--- src/rtl/uart_defs.sv ---
// rtl/uart_defs.sv - Shared register bit positions, FSM encodings and helpers for buffered_uart
package uart_defs;

  localparam int ST_TX_BUSY   = 0;
  localparam int ST_RX_AVAIL  = 1;
  localparam int ST_TX_FULL   = 2;
  localparam int ST_RX_FULL   = 3;
  localparam int ST_OVERRUN   = 4;
  localparam int ST_FRAME_ERR = 5;
  localparam int ST_RX_IRQ_EN = 6;
  localparam int ST_TX_IRQ_EN = 7;
  localparam int ST_DIV_LSB   = 16;

  localparam int CTL_CLR_OVERRUN   = 4;
  localparam int CTL_CLR_FRAME_ERR = 5;
  localparam int CTL_RX_IRQ_EN     = 6;
  localparam int CTL_TX_IRQ_EN     = 7;
  localparam int CTL_DIV_LOAD      = 8;
  localparam int CTL_DIV_LSB       = 16;

  localparam int DIV_MIN = 3;

  localparam logic [1:0] TX_IDLE  = 2'd0;
  localparam logic [1:0] TX_START = 2'd1;
  localparam logic [1:0] TX_DATA  = 2'd2;
  localparam logic [1:0] TX_STOP  = 2'd3;

  localparam logic [1:0] RX_IDLE  = 2'd0;
  localparam logic [1:0] RX_START = 2'd1;
  localparam logic [1:0] RX_DATA  = 2'd2;
  localparam logic [1:0] RX_STOP  = 2'd3;

  // Very small divisors leave no room for the mid-bit sample point.
  function automatic logic [15:0] clamp_divisor(input logic [15:0] d);
    return (d < 16'(DIV_MIN)) ? 16'(DIV_MIN) : d;
  endfunction

endpackage

--- src/rtl/uart_fifo.sv ---
// rtl/uart_fifo.sv - Power-of-two synchronous FIFO with show-ahead head output
module uart_fifo
  import uart_defs::*;
#(
  parameter int WIDTH = 8,
  parameter int DEPTH = 16
) (
  input  logic             clk,
  input  logic             resetn,
  input  logic             push,
  input  logic [WIDTH-1:0] push_data,
  input  logic             pop,
  output logic             full,
  output logic             empty,
  output logic [WIDTH-1:0] head
);

  localparam int AW = $clog2(DEPTH);
  localparam logic [AW:0] FULL_CNT = (AW+1)'(DEPTH);

  logic [WIDTH-1:0] mem [DEPTH];
  logic [AW-1:0]    wr_ptr;
  logic [AW-1:0]    rd_ptr;
  logic [AW:0]      count;
  logic             do_push;
  logic             do_pop;

  // A pop frees the slot in the same cycle, so a full FIFO still accepts push+pop.
  assign do_pop  = pop && (count != '0);
  assign do_push = push && ((count != FULL_CNT) || do_pop);

  assign full  = (count == FULL_CNT);
  assign empty = (count == '0);
  assign head  = mem[rd_ptr];

  always_ff @(posedge clk) begin
    if (!resetn) begin
      wr_ptr <= '0;
      rd_ptr <= '0;
      count  <= '0;
    end else begin
      if (do_push) wr_ptr <= wr_ptr + 1'b1;
      if (do_pop)  rd_ptr <= rd_ptr + 1'b1;
      case ({do_push, do_pop})
        2'b10:   count <= count + 1'b1;
        2'b01:   count <= count - 1'b1;
        default: count <= count;
      endcase
    end
  end

  always_ff @(posedge clk) begin
    if (do_push) mem[wr_ptr] <= push_data;
  end

endmodule

--- src/rtl/buffered_uart.sv ---
// rtl/buffered_uart.sv - Buffered 8N1 UART with TX/RX FIFOs, status/control register and irq
module buffered_uart
  import uart_defs::*;
#(
  parameter int CLK_HZ     = 12000000,
  parameter int BAUD_RATE  = 115200,
  parameter int FIFO_DEPTH = 16
) (
  input  logic        clk,
  input  logic        resetn,
  output logic        ser_tx,
  input  logic        ser_rx,
  input  logic        reg_state_we,
  input  logic        reg_state_re,
  input  logic [31:0] reg_state_di,
  output logic [31:0] reg_state_do,
  output logic        reg_state_wait,
  input  logic        reg_dat_we,
  input  logic        reg_dat_re,
  input  logic [31:0] reg_dat_di,
  output logic [31:0] reg_dat_do,
  output logic        reg_dat_wait,
  output logic        irq
);

  localparam logic [15:0] DIV_RESET = 16'(CLK_HZ / BAUD_RATE - 1);

  logic [15:0] divisor;
  logic        rx_irq_en;
  logic        tx_irq_en;
  logic        overrun;
  logic        frame_err;
  logic        overrun_set;
  logic        frame_err_set;

  logic        tx_push;
  logic        tx_pop;
  logic        tx_full;
  logic        tx_empty;
  logic [7:0]  tx_head;
  logic [1:0]  tx_state;
  logic [15:0] tx_div;
  logic [15:0] tx_cnt;
  logic [7:0]  tx_shift;
  logic [2:0]  tx_bit;
  logic        tx_busy;

  logic        rx_s1;
  logic        rx_s2;
  logic        rx_prev;
  logic        rx_push;
  logic        rx_full;
  logic        rx_empty;
  logic [7:0]  rx_head;
  logic [1:0]  rx_state;
  logic [15:0] rx_div;
  logic [15:0] rx_cnt;
  logic [16:0] div_plus1;
  logic [15:0] rx_half;
  logic [7:0]  rx_shift;
  logic [2:0]  rx_bit;
  logic        rx_bad;
  logic        rx_stop_sample;

  logic        unused_inputs;
  assign unused_inputs = ^{reg_state_re, reg_dat_di[31:8], reg_state_di[15:9], reg_state_di[3:0]};

  assign reg_state_wait = 1'b0;
  assign reg_dat_wait   = reg_dat_we && tx_full;
  assign reg_dat_do     = rx_empty ? 32'h0 : {24'h0, rx_head};

  assign tx_busy = !tx_empty || (tx_state != TX_IDLE);

  always_comb begin
    reg_state_do                       = '0;
    reg_state_do[ST_TX_BUSY]           = tx_busy;
    reg_state_do[ST_RX_AVAIL]          = !rx_empty;
    reg_state_do[ST_TX_FULL]           = tx_full;
    reg_state_do[ST_RX_FULL]           = rx_full;
    reg_state_do[ST_OVERRUN]           = overrun;
    reg_state_do[ST_FRAME_ERR]         = frame_err;
    reg_state_do[ST_RX_IRQ_EN]         = rx_irq_en;
    reg_state_do[ST_TX_IRQ_EN]         = tx_irq_en;
    reg_state_do[ST_DIV_LSB +: 16]     = divisor;
  end

  always_ff @(posedge clk) begin
    if (!resetn) begin
      divisor   <= DIV_RESET;
      rx_irq_en <= 1'b0;
      tx_irq_en <= 1'b0;
      overrun   <= 1'b0;
      frame_err <= 1'b0;
      irq       <= 1'b0;
    end else begin
      if (reg_state_we) begin
        rx_irq_en <= reg_state_di[CTL_RX_IRQ_EN];
        tx_irq_en <= reg_state_di[CTL_TX_IRQ_EN];
        if (reg_state_di[CTL_DIV_LOAD])
          divisor <= clamp_divisor(reg_state_di[CTL_DIV_LSB +: 16]);
      end
      overrun   <= (overrun & ~(reg_state_we & reg_state_di[CTL_CLR_OVERRUN])) | overrun_set;
      frame_err <= (frame_err & ~(reg_state_we & reg_state_di[CTL_CLR_FRAME_ERR])) | frame_err_set;
      irq <= (rx_irq_en & (!rx_empty | overrun | frame_err)) |
             (tx_irq_en & tx_empty & (tx_state == TX_IDLE));
    end
  end

  assign tx_push = reg_dat_we && !tx_full;
  // Popping at the last stop-bit clock chains the next start bit with no idle gap.
  assign tx_pop  = !tx_empty &&
                   ((tx_state == TX_IDLE) || ((tx_state == TX_STOP) && (tx_cnt == '0)));

  uart_fifo #(.WIDTH(8), .DEPTH(FIFO_DEPTH)) u_tx_fifo (
    .clk       (clk),
    .resetn    (resetn),
    .push      (tx_push),
    .push_data (reg_dat_di[7:0]),
    .pop       (tx_pop),
    .full      (tx_full),
    .empty     (tx_empty),
    .head      (tx_head)
  );

  always_ff @(posedge clk) begin
    if (!resetn) begin
      tx_state <= TX_IDLE;
      tx_div   <= '0;
      tx_cnt   <= '0;
      tx_shift <= '0;
      tx_bit   <= '0;
      ser_tx   <= 1'b1;
    end else if (tx_pop) begin
      tx_state <= TX_START;
      tx_shift <= tx_head;
      tx_div   <= divisor;
      tx_cnt   <= divisor;
      ser_tx   <= 1'b0;
    end else begin
      case (tx_state)
        TX_START: begin
          if (tx_cnt == '0) begin
            tx_state <= TX_DATA;
            tx_cnt   <= tx_div;
            tx_bit   <= '0;
            ser_tx   <= tx_shift[0];
          end else begin
            tx_cnt <= tx_cnt - 16'd1;
          end
        end
        TX_DATA: begin
          if (tx_cnt == '0) begin
            tx_cnt <= tx_div;
            if (tx_bit == 3'd7) begin
              tx_state <= TX_STOP;
              ser_tx   <= 1'b1;
            end else begin
              tx_shift <= tx_shift >> 1;
              ser_tx   <= tx_shift[1];
              tx_bit   <= tx_bit + 3'd1;
            end
          end else begin
            tx_cnt <= tx_cnt - 16'd1;
          end
        end
        TX_STOP: begin
          if (tx_cnt == '0) tx_state <= TX_IDLE;
          else              tx_cnt   <= tx_cnt - 16'd1;
        end
        default: ser_tx <= 1'b1;
      endcase
    end
  end

  assign div_plus1      = {1'b0, divisor} + 17'd1;
  assign rx_half        = div_plus1[16:1];
  assign rx_stop_sample = (rx_state == RX_STOP) && (rx_cnt == '0);
  assign rx_push        = rx_stop_sample && rx_s2 && !rx_bad;
  assign frame_err_set  = rx_stop_sample && !rx_s2 && !rx_bad;
  assign overrun_set    = rx_push && rx_full && !reg_dat_re;

  uart_fifo #(.WIDTH(8), .DEPTH(FIFO_DEPTH)) u_rx_fifo (
    .clk       (clk),
    .resetn    (resetn),
    .push      (rx_push),
    .push_data (rx_shift),
    .pop       (reg_dat_re),
    .full      (rx_full),
    .empty     (rx_empty),
    .head      (rx_head)
  );

  // rx_bad marks a failed stop bit; STOP is held until the line returns high.
  always_ff @(posedge clk) begin
    if (!resetn) begin
      rx_s1    <= 1'b1;
      rx_s2    <= 1'b1;
      rx_prev  <= 1'b1;
      rx_state <= RX_IDLE;
      rx_div   <= '0;
      rx_cnt   <= '0;
      rx_shift <= '0;
      rx_bit   <= '0;
      rx_bad   <= 1'b0;
    end else begin
      rx_s1   <= ser_rx;
      rx_s2   <= rx_s1;
      rx_prev <= rx_s2;
      case (rx_state)
        RX_IDLE: begin
          rx_bad <= 1'b0;
          if (rx_prev && !rx_s2) begin
            rx_state <= RX_START;
            rx_div   <= divisor;
            rx_cnt   <= rx_half - 16'd1;
          end
        end
        RX_START: begin
          if (rx_cnt == '0) begin
            if (rx_s2) begin
              rx_state <= RX_IDLE;
            end else begin
              rx_state <= RX_DATA;
              rx_cnt   <= rx_div;
              rx_bit   <= '0;
            end
          end else begin
            rx_cnt <= rx_cnt - 16'd1;
          end
        end
        RX_DATA: begin
          if (rx_cnt == '0) begin
            rx_shift <= {rx_s2, rx_shift[7:1]};
            rx_cnt   <= rx_div;
            if (rx_bit == 3'd7) rx_state <= RX_STOP;
            else                rx_bit   <= rx_bit + 3'd1;
          end else begin
            rx_cnt <= rx_cnt - 16'd1;
          end
        end
        default: begin
          if (rx_cnt != '0)  rx_cnt   <= rx_cnt - 16'd1;
          else if (rx_s2)    rx_state <= RX_IDLE;
          else               rx_bad   <= 1'b1;
        end
      endcase
    end
  end

endmodule
--- config.mk ---
export PLATFORM = sky130hd
export DESIGN_NAME = buffered_uart
export DESIGN_NICKNAME = d
export VERILOG_FILES = /design/src/rtl/uart_defs.sv /design/src/rtl/uart_fifo.sv /design/src/rtl/buffered_uart.sv
export SDC_FILE = /design/constraint.sdc
export NUM_CORES = 1
export LEC_CHECK = 0
export ABC_AREA = 1
export CORE_ASPECT_RATIO = 1.75
export CORE_MARGIN = 1
export CORE_UTILIZATION = 60
export DETAILED_ROUTE_END_ITERATION = 10
export PLACE_DENSITY = 0.84
export SLEW_MARGIN = 20
export SYNTH_ARGS = -nofsm -noshare
export SYNTH_HDL_FRONTEND = slang
export SYNTH_SLANG_ARGS = --single-unit
export TNS_END_PERCENT = 1
--- constraint.sdc ---
create_clock -name clk -period 4.5 [get_ports clk]
set_input_delay 0.45 -clock clk [delete_from_list [all_inputs] [get_ports clk]]
set_output_delay 0.45 -clock clk [all_outputs]
set_load 0.02 [all_outputs]
[Word level (Yosys, flattened, before mapping)]
Memory sizes are Yosys's and may differ from the RTL's. A register that Yosys moved wholly into a read port is not among the register bits.
Cells that the tools add are included.
Word-level totals
  logic and storage cells: 220
  input bits: 71
  bits in writable memories: 256
  output and inout port bits: 68
  flip-flop bits (word level): 142
  memories kept: 2
Operators by class
  muxes and demuxes: 57
  add/subtract/negate cells: 14
  bitwise logic cells: 17
  magnitude comparators: 1
  equal/unequal tests: 38
  reduce and logical (&&, ||, !) cells: 63
Memories
  u_rx_fifo.mem: depth 16, width 8, rd ports 1, clocked after Yosys merged registers in 1, write ports 1, line uart_fifo.sv:21  | logic [WIDTH-1:0] mem [DEPTH];
  u_tx_fifo.mem: depth 16, width 8, rd ports 1, clocked after Yosys merged registers in 1, write ports 1, line uart_fifo.sv:21
Operator list (count)
  $mux 16: 9
  $pmux 16 s3: 1
  $sub 16x1->16 const B: 3
  $mux 8: 5
  $logic_not 16->1: 2
  $pmux 16 s2: 1
  $mux 2: 11
  $mux 3: 7
  $ne 2x2->1 const B: 10
  $pmux 5 s2: 2
  $reduce_and 5->1: 4
  $add 16x1->17 const B: 1
  $add 4x1->4 const B: 4
  $logic_and 1x1->1: 16
  $lt 16x2->1 const B: 1
  $mux 4: 4
  $reduce_bool 16->1: 1
  $reduce_bool 2->1: 7
  $eq 2x2->1 const B: 6
  $ne 3x2->1 const B: 4
  $pmux 2 s3: 2
  $pmux 3 s2: 2
  $reduce_and 3->1: 4
  $reduce_bool 4->1: 3
  26 further kinds: 80

[Longest topological paths before layout]
  depth in word-level cells: 9
  mapped depth: 19
  mapped depth without buffers: 18

[Modules after synthesis]
From an unflattened synthesis, not the netlist that was laid out.
Second synthesis, totals
  cells, all modules: 2141
  area, all modules: 19421.1 um^2
Modules (own cells, without submodules)
  buffered_uart: area each 7035.5 um^2, instances 1, cells each 1058, sequential area each 2322.2 um^2
  uart_fifo at u_tx_fifo: area each 6195.9 um^2, instances 1, cells each 538, sequential area each 4184.0 um^2
  uart_fifo at u_rx_fifo: area each 6189.7 um^2, instances 1, cells each 545, sequential area each 4184.0 um^2

[Least setup slack after synthesis]
No wires, ideal clock.
  path kind: reg-to-reg
  start: register tx_cnt[0]
  end: register u_tx_fifo.count[4]
  stages on the path, launching flop included: 20
  setup time: 70 ps
  setup slack: 1742 ps
  data required time: 4430 ps
  period minus slack after synthesis: 2758 ps
  buffers on the path: 1
  arrival: 2688 ps
  cells stage by stage: dfxtp_1 > inv_1 > ha_1 > inv_1 > nor2_1 > nand4_2 > o21ai_1 > nand2_2 > inv_2 > buf_2 > ha_1 > inv_1 > fa_1 > inv_1 > a31oi_1 > inv_1 > o21ai_0 > a21oi_1 > o21ai_0 > a21oi_1
On the way
  longest elaborated chain between the ends: 9
  elaborated cells between the ends (all ways): 11
  classes of those cells: eq/ne: 2; mux: 1; reduce/logical: 8
Ends and longest elaborated chain
  from (decl): line buffered_uart.sv:43  | logic [15:0] tx_cnt;
  from (signal assigned): line buffered_uart.sv:137  | tx_cnt <= divisor;
  from (signal assigned): line buffered_uart.sv:144  | tx_cnt <= tx_div;
  from (signal assigned): line buffered_uart.sv:148  | tx_cnt <= tx_cnt - 16'd1;
  $logic_not 16->1 *: line buffered_uart.sv:112  | ((tx_state == TX_IDLE) || ((tx_state == TX_STOP) && (tx_cnt == '0)));
  $logic_and 1x1->1 *: line buffered_uart.sv:112
  $logic_or 1x1->1 *: line buffered_uart.sv:112
  $logic_and 1x1->1 *: line buffered_uart.sv:111  | assign tx_pop = !tx_empty &&
  net tx_pop: line buffered_uart.sv:37  | logic tx_pop;
  $logic_and 1x1->1 *: line uart_fifo.sv:29  | assign do_pop = pop && (count != '0);
  $logic_or 1x1->1: line uart_fifo.sv:30  | assign do_push = push && ((count != FULL_CNT) || do_pop);
  $logic_and 1x1->1: line uart_fifo.sv:30
  $eq 2x1->1 or $eq 2x2->1 (tied branches): line uart_fifo.sv:44  | case ({do_push, do_pop})
  $pmux 5 s2 or $reduce_bool 2->1 (tied branches)
  to (signal assigned): line uart_fifo.sv:45  | 2'b10: count <= count + 1'b1;
  to (signal assigned): line uart_fifo.sv:46  | 2'b01: count <= count - 1'b1;
  to (signal assigned): line uart_fifo.sv:47  | default: count <= count;
  to (decl): line uart_fifo.sv:24  | logic [AW:0] count;
Mark *: on every way through the listed nets, which the timed path passes. The rest lies on a longest branch.
A chain may end at the register's enable or synchronous reset.

==> impl_metrics.json <==
{
  "antenna_cells": 0,
  "min_to": "rx_s2$_SDFF_PN1_",
  "num_io_pins": 139,
  "crit_family": "buffers and inverters",
  "min_period_ps": 3888,
  "p_comb_share_pct": 35.6,
  "grt_max_degree": 68,
  "timing.fmax_mhz": 257.2,
  "ys_warn_count": 0,
  "hp-class": "flip-flop to flip-flop",
  "hp-start": "rx_s1$_SDFF_PN1_",
  "hpwl_mm": 31.21,
  "cp_data_required_time_ps": 4050,
  "post_cts_buffers": 0,
  "grt_pass1_wl_mm": 74.30,
  "cts_buffers": 36,
  "slowest_delay_ps": 760,
  "vdd_ir_drop_max_v": 0.0004527,
  "seq_area_frac_synth_pct": 56.89,
  "n_fill_cell": 2324,
  "crit_path_top_delay_cell": "clkinv_1",
  "numPortBuffers": 69,
  "path_buf_inv": 3,
  "finClkSkew_ps": 26.40,
  "synth_commonest_cells": "nor2_1, nand2_1, edfxtp_1",
  "start_util_pct": 60.93,
  "layout-drive-gt1-share_pct": 6.734,
  "cts.sinks": 406,
  "first_pass_iters": 6,
  "setup_ws_ps": 612.2,
  "dr_total_vias": 14780,
  "critical_path_arrival_ps": 3440,
  "clock_latency_ps": 550,
  "nets": 2148,
  "synth_top_cell_area_share_pct": 40.91,
  "yosys.cell_types.count": 55,
  "ys_top_cells_by_area": "edfxtp_1, dfxtp_1, o21ai_0",
  "dp_cells": 2390,
  "grt_overflow": 0,
  "netlist_instances": 2011,
  "row_count": 85,
  "relSlewSlack_pct": 34.19,
  "grt_pass1_vias": 14650,
  "synthToLayoutAreaGrowth_pct": 10.17,
  "die_y_um": 236.1,
  "ant_nets": 0,
  "cp_max_fo": 38,
  "reg2reg_to": "u_tx_fifo.count[4]$_SDFFE_PN0P_",
  "worst_slew_pin_slew_ps": 981.0,
  "syn-mean-instance-area_um2": 9.344,
  "cts_tree": "done",
  "reg2reg_depth": 18,
  "synthFlopType": "edfxtp_1",
  "async_reset_ff_share_pct": 0,
  "viasPerCell": 6.020,
  "h-tree-depth": 2,
  "ctsHoldBuffers": 0,
  "clockBufferDepth": 3,
  "place_worst_setup_slack_ps": 1191,
  "power_uw": 11880,
  "synth_area_um2": 18790,
  "status": "finished, final reports clean",
  "avgRoutedWirePerCell_um": 19.09,
  "yosysTopAreaCell": "edfxtp_1",
  "drc": 0,
  "hold_viol": 0,
  "cellLeakagePower_uw": 0.007693,
  "sequentialPowerShare_pct": 37.8,
  "p_switching_uw": 4528,
  "die_w_um": 135.8,
  "r2r_start": "tx_cnt[0]$_SDFFE_PN0P_",
  "setup_viol": 0,
  "critical_path_class": "flip-flop to primary output",
  "timing.reg2reg.setup_slack_ps": 1000,
  "p_sw_share_pct": 38.10,
  "dieArea_um2": 32060,
  "crit_path_start_kind": "flip-flop",
  "gp_congestion": 0.9086,
  "whs_path_depth": 1,
  "power_per_cell_area_nw_per_um2": 574.0,
  "post-route-util_pct": 67.13,
  "grtUsageTotal_pct": 30.03,
  "yosysMostFrequentCell": "nor2_1",
  "stdcell_count": 2455,
  "post_cts_resized": 0,
  "layout_worst_path_cycle_share_pct": 86.40,
  "setup-tns-final_ps": 0,
  "synth_edf_count": 256,
  "clockPowerShare_pct": 26.6,
  "end_kind": "primary output",
  "worstPathCellList": "clkinv_1 -> buf_4 -> o21ai_0 -> o22ai_1 -> nor2_1 -> nor2_1 -> o21ai_0 -> a21oi_1 -> clkdlybuf4s50_1",
  "ys_seq_elements": 406,
  "grt_setup_unrepaired": "false",
  "report.final.slew_viol_count": 0,
  "totalWireLength_mm": 46.86,
  "drtIter0Drc": 1327,
  "p_int_uw": 7356,
  "antenna_found_initial": 0,
  "design.core.area_um2": 30840,
  "clkTransAtPathRegs_ps": 70,
  "max_cap_viol_count": 0,
  "clock_tree.root_cell": "clkbuf_16"
}
final cells by class:
| class | instances | area [µm²] | area share (%) |
|---|---|---|---|
| clock inverters | 22 | 227.7 | 1.100 |
| repair buffers | 82 | 783.3 | 3.783 |
| inverters | 172 | 646.9 | 3.124 |
| clock buffers | 43 | 968.4 | 4.678 |
| flip-flops and latches | 406 | 10690 | 51.64 |
| multi-input cells | 1339 | 6897 | 33.31 |
| well taps | 391 | 489.2 | 2.363 |
per-stage QoR:
step	hold slack, ps	instance area (µm²)
finish	443.9	20700
global route	461.5	20700
CTS	445.9	20700
detailed placement	414.0	19500
global placement	395.8	19500
floorplan	392.5	18910
worst max-delay path by stage:
stage / from / to / cells after the start
finish: flip-flop / reg_dat_do[3] / 9
global route: flip-flop / reg_dat_do[3] / 9
CTS: flip-flop / reg_dat_do[3] / 9
detailed placement: tx_cnt[0]$_SDFFE_PN0P_ / u_tx_fifo.count[4]$_SDFFE_PN0P_ / 18
global placement: tx_cnt[0]$_SDFFE_PN0P_ / u_tx_fifo.count[4]$_SDFFE_PN0P_ / 18
floorplan: tx_cnt[0]$_SDFFE_PN0P_ / u_tx_fifo.count[4]$_SDFFE_PN0P_ / 19
cell families after synthesis:
family	Yosys count	share of synthesized area [%]
flip-flops	406	56.89
buffers and inverters	298	7.078
AO/OA/AOI/OAI	507	15.27
adder cells (fa/ha/maj)	40	2.743
other	1	0.01996
XOR/XNOR	23	1.072
AND/OR/NAND/NOR	736	16.93
flip-flops by register name (all words and copies together) (netlist names), 8 cells and up, named ones only:
name and flops:
u_rx_fifo.mem 128, u_tx_fifo.mem 128, divisor 16, rx_cnt 16
rx_div 16, tx_cnt 16, tx_div 16, rx_shift 8
tx_shift 8
routing by layer:
| layer | up-vias | routed length [µm] | global-route usage (%) |
|---|---|---|---|
| li1 | 6951 | - | - |
| met1 | 6968 | 15460 | 30.61 |
| met2 | 665 | 25200 | 54.73 |
| met3 | 196 | 2794 | 4.255 |
| met4 | 0 | 3412 | 21.59 |
| met5 | - | 0 | 0 |
placed cells by master (no fill, tap or decap), drive strengths merged, types with 18 or more instances in the layout:
cell and n:
nor2 318, nand2 270, o21ai 259, edfxtp 256, inv 174, dfxtp 150
a21oi 135, nand3 101, clkdlybuf4s50 68, o221ai 45, clkbuf 43, ha 38
conb 33, o22ai 21, nand4 18
power by group through the flow:
stage,Sequential (µW),Clock [µW],Combinational (µW)
finish,4500,3160,4230
detailed placement,4560,0,4130
global placement,4550,0,3970
floorplan,4500,0,3100
CTS,4490,3160,4170
global route,4530,3310,4720
worst reg2reg max path: cells and delay by family, from the launching register on:
kind | cells | cell delay [ps]
compound gates | 6 | 830
fa+ha+maj | 3 | 890
buf+inv | 6 | 620
flops | 1 | 320
simple gates | 3 | 760
No activity file was read; power rests on OpenSTA's default activity.
